**config.mk**
```make
export PLATFORM = sky130hd
export DESIGN_NAME = load_store_unit
export DESIGN_NICKNAME = d
export VERILOG_FILES = /design/src/rtl/load_store_unit_pkg.sv /design/src/rtl/lsu_align.sv /design/src/rtl/load_store_unit.sv
export SDC_FILE = /design/constraint.sdc
export NUM_CORES = 1
export LEC_CHECK = 0
export CAP_MARGIN = 20
export CORE_ASPECT_RATIO = 1.2
export CORE_MARGIN = 2
export CORE_UTILIZATION = 40
export CTS_BUF_LIST = sky130_fd_sc_hd__clkbuf_8
export CTS_CLUSTER_DIAMETER = 60
export DETAILED_ROUTE_END_ITERATION = 8
export DONT_BUFFER_PORTS = 1
export SYNTH_ARGS = -nofsm -noshare
export SYNTH_HDL_FRONTEND = slang
export SYNTH_HIERARCHICAL = 1
export SYNTH_SLANG_ARGS = --single-unit
```
**constraint.sdc**
```tcl
create_clock -name clk -period 1.9 [get_ports clk]
set_input_delay 0.19 -clock clk [delete_from_list [all_inputs] [get_ports clk]]
set_output_delay 0.19 -clock clk [all_outputs]
set_load 0.005 [all_outputs]
```
**src/rtl/load_store_unit_pkg.sv**
```systemverilog
`default_nettype none
// ============================================================================
// Module      : load_store_unit_pkg
// Description : Shared access-mode encodings, fault codes and LSU FSM states.
// Revision    : 1.0 - initial release
// ============================================================================
package load_store_unit_pkg;

    localparam logic [2:0] c_MODE_B  = 3'b000;
    localparam logic [2:0] c_MODE_H  = 3'b001;
    localparam logic [2:0] c_MODE_W  = 3'b010;
    localparam logic [2:0] c_MODE_BU = 3'b100;
    localparam logic [2:0] c_MODE_HU = 3'b101;

    localparam logic [1:0] c_FAULT_OK       = 2'b00;
    localparam logic [1:0] c_FAULT_MISALIGN = 2'b01;
    localparam logic [1:0] c_FAULT_ILLEGAL  = 2'b10;
    localparam logic [1:0] c_FAULT_TIMEOUT  = 2'b11;

    typedef enum logic [1:0] {
        ST_IDLE  = 2'b00,
        ST_REQ   = 2'b01,
        ST_DONE  = 2'b10,
        ST_FAULT = 2'b11
    } lsu_state_t;

    // Request-time fault classification; an illegal mode outranks misalignment.
    function automatic logic [1:0] f_access_fault(
        input logic       is_store,
        input logic [2:0] mode,
        input logic [1:0] addr_lo
    );
        logic legal;
        logic misaligned;
        case (mode)
            c_MODE_B, c_MODE_H, c_MODE_W: legal = 1'b1;
            c_MODE_BU, c_MODE_HU:         legal = ~is_store;
            default:                      legal = 1'b0;
        endcase
        case (mode)
            c_MODE_H, c_MODE_HU: misaligned = addr_lo[0];
            c_MODE_W:            misaligned = |addr_lo;
            default:             misaligned = 1'b0;
        endcase
        if (!legal) begin
            return c_FAULT_ILLEGAL;
        end
        if (misaligned) begin
            return c_FAULT_MISALIGN;
        end
        return c_FAULT_OK;
    endfunction

endpackage
`default_nettype wire

```
**src/rtl/lsu_align.sv**
```systemverilog
`default_nettype none
// ============================================================================
// Module      : lsu_align
// Description : Byte-lane steering: store byte enables and lane replication,
//               load lane extraction with sign/zero extension.
// Revision    : 1.0 - initial release
// ============================================================================
module lsu_align
    import load_store_unit_pkg::*;
#(
    parameter int WIDTH = 32
) (
    input  logic [2:0]       i_mode,
    input  logic [1:0]       i_addr_lo,
    input  logic [WIDTH-1:0] i_wdata,
    input  logic [WIDTH-1:0] i_rdata,
    output logic [3:0]       o_be,
    output logic [WIDTH-1:0] o_wdata,
    output logic [WIDTH-1:0] o_rdata
);

    logic [7:0]  w_byte;
    logic [15:0] w_half;

    assign w_byte = i_rdata[{i_addr_lo, 3'b000} +: 8];
    assign w_half = i_rdata[{i_addr_lo[1], 4'b0000} +: 16];

    always_comb begin
        o_be    = 4'b1111;
        o_wdata = i_wdata;
        o_rdata = i_rdata;
        case (i_mode)
            c_MODE_B, c_MODE_BU: begin
                o_be    = 4'b0001 << i_addr_lo;
                o_wdata = {(WIDTH/8){i_wdata[7:0]}};
                o_rdata = (i_mode == c_MODE_B) ? {{(WIDTH-8){w_byte[7]}}, w_byte}
                                               : {{(WIDTH-8){1'b0}}, w_byte};
            end
            c_MODE_H, c_MODE_HU: begin
                o_be    = 4'b0011 << {i_addr_lo[1], 1'b0};
                o_wdata = {(WIDTH/16){i_wdata[15:0]}};
                o_rdata = (i_mode == c_MODE_H) ? {{(WIDTH-16){w_half[15]}}, w_half}
                                               : {{(WIDTH-16){1'b0}}, w_half};
            end
            default: ;
        endcase
    end

endmodule
`default_nettype wire

```
**src/rtl/load_store_unit.sv**
```systemverilog
`default_nettype none
// ============================================================================
// Module      : load_store_unit
// Description : Single-outstanding load/store unit with request/ack memory
//               handshake, alignment checks and wait-cycle timeout.
// Revision    : 1.0 - initial release
// ============================================================================
module load_store_unit
    import load_store_unit_pkg::*;
#(
    parameter int n       = 32,
    parameter int TIMEOUT = 255
) (
    input  logic         clk,
    input  logic         rst,
    input  logic         start,
    input  logic         MemRw,
    input  logic [2:0]   LoadStoreMode,
    input  logic [n-1:0] addr,
    input  logic [n-1:0] wdata,
    output logic         busy,
    output logic         done,
    output logic [n-1:0] rdata,
    output logic [1:0]   fault,
    output logic         mem_req,
    output logic         mem_we,
    output logic [n-1:0] mem_addr,
    output logic [3:0]   mem_be,
    output logic [n-1:0] mem_wdata,
    input  logic         mem_ack,
    input  logic [n-1:0] mem_rdata
);

    localparam int                 c_CNT_W    = (TIMEOUT < 2) ? 1 : $clog2(TIMEOUT + 1);
    localparam logic [c_CNT_W-1:0] c_CNT_LAST = c_CNT_W'(TIMEOUT - 1);
    localparam logic [c_CNT_W-1:0] c_CNT_ONE  = c_CNT_W'(1);

    lsu_state_t         r_state;
    lsu_state_t         w_next;
    logic [n-1:0]       r_addr;
    logic [n-1:0]       r_wdata;
    logic               r_we;
    logic [2:0]         r_mode;
    logic [c_CNT_W-1:0] r_cnt;
    logic [n-1:0]       r_rdata;
    logic [1:0]         r_fault;

    logic [1:0]         w_req_fault;
    logic               w_in_req;
    logic [3:0]         w_be;
    logic [n-1:0]       w_store;
    logic [n-1:0]       w_load;

    assign w_req_fault = f_access_fault(MemRw, LoadStoreMode, addr[1:0]);
    assign w_in_req    = (r_state == ST_REQ);

    lsu_align #(
        .WIDTH (n)
    ) u_align (
        .i_mode    (r_mode),
        .i_addr_lo (r_addr[1:0]),
        .i_wdata   (r_wdata),
        .i_rdata   (mem_rdata),
        .o_be      (w_be),
        .o_wdata   (w_store),
        .o_rdata   (w_load)
    );

    always_comb begin
        w_next = r_state;
        case (r_state)
            ST_IDLE: begin
                if (start) begin
                    w_next = (w_req_fault == c_FAULT_OK) ? ST_REQ : ST_FAULT;
                end
            end
            ST_REQ: begin
                // An ack on the final wait cycle still completes normally.
                if (mem_ack) begin
                    w_next = ST_DONE;
                end else if (r_cnt == c_CNT_LAST) begin
                    w_next = ST_FAULT;
                end
            end
            default: w_next = ST_IDLE;
        endcase
    end

    always_ff @(posedge clk) begin
        if (rst) begin
            r_state <= ST_IDLE;
            r_addr  <= '0;
            r_wdata <= '0;
            r_we    <= 1'b0;
            r_mode  <= c_MODE_B;
            r_cnt   <= '0;
            r_rdata <= '0;
            r_fault <= c_FAULT_OK;
        end else begin
            r_state <= w_next;
            case (r_state)
                ST_IDLE: begin
                    if (start) begin
                        r_fault <= w_req_fault;
                        r_rdata <= '0;
                        r_cnt   <= '0;
                        if (w_req_fault == c_FAULT_OK) begin
                            r_addr  <= addr;
                            r_wdata <= wdata;
                            r_we    <= MemRw;
                            r_mode  <= LoadStoreMode;
                        end
                    end
                end
                ST_REQ: begin
                    if (mem_ack) begin
                        r_rdata <= r_we ? '0 : w_load;
                        r_fault <= c_FAULT_OK;
                    end else begin
                        r_cnt <= r_cnt + c_CNT_ONE;
                        if (r_cnt == c_CNT_LAST) begin
                            r_fault <= c_FAULT_TIMEOUT;
                        end
                    end
                end
                default: ;
            endcase
        end
    end

    // Memory-side outputs are qualified by REQ so they read zero when idle.
    assign busy      = (r_state != ST_IDLE);
    assign done      = (r_state == ST_DONE) || (r_state == ST_FAULT);
    assign rdata     = r_rdata;
    assign fault     = r_fault;
    assign mem_req   = w_in_req;
    assign mem_we    = w_in_req & r_we;
    assign mem_addr  = w_in_req ? {r_addr[n-1:2], 2'b00} : '0;
    assign mem_be    = w_in_req ? w_be : 4'b0000;
    assign mem_wdata = w_in_req ? w_store : '0;

endmodule
`default_nettype wire

```
Yosys cells after proc, flatten, opt, wreduce, memory -nomap -nowiden
Index checks and enable logic that the tools add are counted.
- register bits: 112
- bits in latches: 0
- RAM bits: 0
- ROM bits: 0
- bits of input ports: 104
- output and inout bits: 106
- logic and storage cells: 79
- memories kept: 0
- $add $sub $neg: 1
- multipliers: 0
- div/mod/pow operators: 0
- order comparisons: 0
- eq/ne operators: 15
- shift operators: 4
- muxes and demuxes: 31
- bitwise logic cells: 2
- reduce and logical (&&, ||, !) cells: 18
- operator list (cell ; number):
    $mux 32 ; 7
    $pmux 32 s2 ; 3
    $shiftx 32x6->16 ; 1
    $shiftx 32x6->8 ; 1
    $mux 2 ; 10
    $mux 8 ; 2
    $pmux 8 s2 ; 1
    $eq 3x3->1 const B ; 4
    $reduce_and 3->1 ; 4
    $reduce_or 2->1 ; 5
    $add 8x1->8 const B ; 1
    $eq 8x8->1 const B ; 1
    $pmux 2 s2 ; 2
    $pmux 4 s2 ; 1
    $eq 3x1->1 const B ; 2
    $logic_not 3->1 ; 2
    $ne 2x2->1 const B ; 3
    $eq 2x2->1 const B ; 2
    $logic_not 2->1 ; 2
    $mux 4 ; 1
    $pmux 1 s2 ; 2
    $reduce_bool 2->1 ; 2
    $shl 1x2->4 const A ; 1
    $shl 2x2->4 const A ; 1
    other kinds (9) ; 10

Depth between registers and ports, before layout
- depth in word-level cells: 11
- depth in mapped cells: 8
- depth with buffers taken out: 6

By module
Netlist, hierarchy kept.
- modules (own cells, without submodules) (module ; times used ; cells an instance ; area each (µm²) ; sequential area each (µm²)):
    load_store_unit ; 1 ; 599 ; 4606.9 ; 2242.2
    lsu_align ; 1 ; 158 ; 1102.3 ; 0.0

Worst setup path before layout
OpenSTA, ideal clock, no wires.
- path type: reg-to-reg
- start: register r_addr[1]
- end: register r_rdata[10] (netlist: rdata[10])
- library setup time: 0.132 ns
- arrival time: 1.599 ns
- required time: 1.768 ns
- path slack: 0.169 ns
- stages on the path, launching flop included: 8
- buffers on the path: 2
- clock period less this slack: 1.731 ns
- cells stage by stage: dfxtp_1 > buf_6 > mux4_2 > and3b_1 > buf_2 > a221o_1 > nand3_1 > a21oi_1
- longest elaborated chain between the ends: 6
- elaborated cells on any way between the ends: 8
- classes of those cells: shift: 2; mux: 6
- RTL lines (element ; line ; text):
    start: declaration ; load_store_unit.sv:40 ; logic [n-1:0] r_addr;
    start signal: assignment ; load_store_unit.sv:108 ; r_addr <= addr;
    $shiftx 32x6->16 / $shiftx 32x6->8 (equally long branches) ; lsu_align.sv:26, lsu_align.sv:25 ;
    $mux 32 (on tied branches) ; lsu_align.sv:42, lsu_align.sv:36 ;
    $pmux 32 s2 (*) ; lsu_align.sv:32 ; case (i_mode)
    net w_load[10] ; load_store_unit.sv:52 ; logic [n-1:0] w_load;
    $mux 32 (*) ; load_store_unit.sv:117 ; r_rdata <= r_we ? '0 : w_load;
    $mux 32 (*) ; load_store_unit.sv:116 ; if (mem_ack) begin
    $pmux 32 s2 (*) ; load_store_unit.sv:101 ; case (r_state)
    end signal: assignment ; load_store_unit.sv:117 ;
    end: declaration ; load_store_unit.sv:45 ; logic [n-1:0] r_rdata;
The timed path passes the listed nets; every way through them passes the cells marked *. The select of a mux whose other input is x is not followed.
A chain may end at the register's enable or synchronous reset.

Worst setup path in the final report
- start: register r_mode[1]
- end: output port mem_wdata[9]
- longest elaborated chain between the ends: 4
- elaborated cells on any way between the ends: 8
- classes of those cells: eq/ne: 3; mux: 2; reduce/logical: 3
- RTL lines (element ; line ; text):
    start: declaration ; load_store_unit.sv:43 ; logic [2:0] r_mode;
    start signal: assignment ; load_store_unit.sv:95 ; r_mode <= c_MODE_B;
    start signal: assignment ; load_store_unit.sv:111 ; r_mode <= LoadStoreMode;
    $eq 3x3->1, or another cell as far along ; lsu_align.sv:32 ;
    $reduce_or 2->1 ; lsu_align.sv:32 ;
    $pmux 32 s2 (*) ; lsu_align.sv:32 ;
    net w_store[9] ; load_store_unit.sv:51 ; logic [n-1:0] w_store;
    $mux 32 (*) ; load_store_unit.sv:140 ; assign mem_wdata = w_in_req ? w_store : '0;
    end: declaration ; load_store_unit.sv:29 ; output logic [n-1:0] mem_wdata,
The timed path passes the listed nets; every way through them passes the cells marked *.

==> impl_results.md <==
* Area share of the largest cell type after synthesis at 0.3927
* Maximum clock rate at 0.5512 GHz
* Final period util at 0.9549
* Ranking of synthesized cells by area: dfxtp_1, a21oi_1, nand2_1
* Critical Path Sink: mem_wdata[9]
* ANT cells at 0
* Worst-path clk slew at 0.10 ns
* H-Tree Depth at 3
* P_leak at 2.094 nW
* Worst Reg-to-Reg Cells at 7
* Layout cell share with drive strength beyond 1 at 0.1034
* Arrival time worst endpoint at 1.62 ns
* Gpl congestion at 0.8861
* Ys async rst share at 0
* Area leader, netlist: dfxtp_1
* CP required at between 1.5 and 2 ns
* Std-Cell Rows at 47
* Busiest grt layer: met2
* Violated checks: DRC, hold timing
* Die W at 113.1 um
* Slew Limit Fails at 0
* WHS Path Cells at 1
* Die Footprint at around 15,000 sq um
* Post-route ant nets at 0
* DIE HEIGHT at roughly 130 um
* Fin nets at between 800 and 900
* Maxcap violations at 0
* CTS Hold Bufs at 3
* CP endpoint kind: output port
* Slew @ Worst Pin at 0.5397 ns
* DRC Markers at 15
* Worst Path Class, Setup: reg2out
* Top-count cell post-synth: nand2_1
* Rel. slew slack at 0.6309
* Worst hold slack at -0.1288 ns
* Power, Total at 0.004622 W
* Gr usage total at 0.2024
* Most used flip-flop cell after synthesis: dfxtp_1
* Crit path max fanout at 12
* Maximum vdd drop at between 0.0003 and 0.0004 V
* Largest net degree at the start of global routing at 109
* Vias per cell at 5.599
* Crit path launch type: register
* Final wirelength at 16,060 um
* Synth warn at 6
* First drt pass iteration count at 6
* Outcome: finished, violations left
* Iteration-0 DRC Markers at around 360
* Initial Util at 0.4114
* Grt met2 use at 0.3460
* Synthesis-stage register bit count at 112
* Layout area overhead at 6.684%
* PD cells at 758.9 nW/um^2
* Syn Inst Count at between 700 and 800
* CTS tree: built
* Mean Syn Cell Area at 7.542 sq um
* GRT overflow at 0
* Core ar. at between 10,000 and 15,000 sq um
* Post-synth EDFFs at 0
* Clock buffer depth at 2
* Met3 Use GR at 0.06373
* Clock root cell: clkbuf_8
* Vias in the first global route at 4,867
* Routed via count at 5,017
* Total CTS buffers at 9
* Area of the mapped netlist at between 5000 and 6000 sq um
* Register area share after synthesis at 0.3927
* Final Setup Violations at 0
* Layout fillers at 1,437
* Reg2reg start: r_cnt[0]$_SDFFE_PP0P_
* RSZ-0062 raised after global routing: true
* Yosys cell types at 49
* Total clock sinks at ~110
* Initial antenna violation count at 0
* Wire length per cell at 17.93 um
* Final hold vios at 102
* CP startpoint: r_mode[1]$_SDFFE_PP0P_
* R2r setup slk at 0.12 ns
* Worst Hold Class: in2reg
* Clock Latency Late Sink at about 0.38 ns
* Port bufs at 0
* I/O pins at 210
* Reg2reg end: fault[1]$_SDFFE_PP0P_
* DP HPWL at roughly 11,000 um
* Tmin final at 1.814 ns
* Global-route wire length before repair at between 20,000 and 25,000 um
* Final clock skew at roughly 0.0074 ns
* GRT met1 Usage at 0.2270
* Top cells by count, synth: nand2_1, a21oi_1, dfxtp_1
## critical path, cell delays in order, from the launching register on
cell and delay (ns):
dfxtp_4 0.41, nor2_4 0.15, buf_6 0.17, mux2_2 0.35
and2_1 0.15
## worst min-delay path by stage
stage                     startpoint                        to  slack (ns)
final                            rst  r_wdata[28]$_SDFFE_PP0P_       -0.13
after CTS                        rst    r_mode[1]$_SDFFE_PP0P_       -0.16
after detailed placement         rst  r_wdata[28]$_SDFFE_PP0P_        0.27
after global routing             rst    r_addr[0]$_SDFFE_PP0P_       -0.16
after floorplan             addr[10]   r_addr[10]$_SDFFE_PP0P_        0.33
after global placement           rst    r_mode[1]$_SDFFE_PP0P_        0.26
## metrics by stage
step / instance area (sq um) / std cells / util / setup WS, ns / TNS, ns
after floorplan: 5713 / 758 / - / 0.1687 / 0
after global placement: 5798 / 877 / 0.4178 / 0.1759 / 0
after detailed placement: 5798 / 877 / 0.4178 / 0.1085 / 0
after CTS: 6051 / 895 / 0.4360 / -0.004377 / -0.004377
after global routing: 6091 / 896 / 0.4389 / -0.0004114 / -0.0004114
final: 6091 / 896 / 0.4389 / 0.08577 / 0
## cells in the final DEF, fill, tap and decap left out, types with 3 or more instances in the layout
| cell type | n |
|---|---|
| and2_1 | 67 |
| nor2b_1 | 3 |
| o21bai_1 | 4 |
| buf_4 | 14 |
| clkinv_2 | 3 |
| nor2_1 | 24 |
| a221o_1 | 14 |
| a22o_1 | 7 |
| nand2_1 | 184 |
| xnor2_1 | 4 |
| o21ai_0 | 8 |
| a21oi_1 | 138 |
| inv_1 | 6 |
| dlygate4sd3_1 | 3 |
| a211oi_1 | 3 |
| nand3_1 | 36 |
| buf_12 | 5 |
| dfxtp_1 | 106 |
| mux2_2 | 17 |
| buf_6 | 3 |
| clkbuf_8 | 10 |
| mux2i_1 | 15 |
| dfxtp_2 | 5 |
## routing by layer
| layer | wire length, um | vias to the layer above |
|---|---|---|
| li1 | - | 2468 |
| met1 | 6060 | 2321 |
| met2 | 7961 | 189 |
| met3 | 1508 | 39 |
| met4 | 531 | 0 |
| met5 | 0 | - |
## cell families after synthesis
kind of cell / share of synthesized area
adders and majority gates: 0.004382
muxes: 0.06377
xor gates and xnor gates: 0.006136
AOI/OAI and AO/OA: 0.1948
other: 0.0006568
and+or+nand+nor: 0.2698
DFF: 0.3927
buffers and inverters: 0.06772
## state kept, by name, indices dropped and copies added, names as in the netlist
register  count
rdata        32
r_state       2
r_we          1
fault         2
r_addr       32
r_mode        3
r_cnt         8
r_wdata      32
## power by group
group	internal [W]	switching (W)	leakage (nW)
Sequential	0.00244	0.0000714	0.911
Combinational	0.000288	0.000400	1.08
Clock	0.000629	0.000797	0.103
Total	0.00335	0.00127	2.09
## area by class of cell
| class | count | area, sq um | area share |
|---|---|---|---|
| clock buffers | 10 | 137.6 | 0.02260 |
| clock inverters | 5 | 48.80 | 0.008012 |
| inverters | 6 | 22.52 | 0.003698 |
| multi-input cells | 566 | 3132 | 0.5142 |
| flip-flops and latches | 112 | 2252 | 0.3698 |
| well taps | 171 | 214.0 | 0.03513 |
| repair buffers | 26 | 284.0 | 0.04663 |
## timing repair
| action | 4_1_cts | 5_1_grt |
|---|---|---|
| endpoints found under the hold margin | 105 | 102 |
| setup endpoints to repair | 67 | 75 |
| gates resized for setup | 11 | 11 |
| cloned | 0 | 0 |
| buffers inserted | 0 | 1 |
| pin swaps | 0 | 1 |
Note: power is estimated with default switching activity, not from simulation.
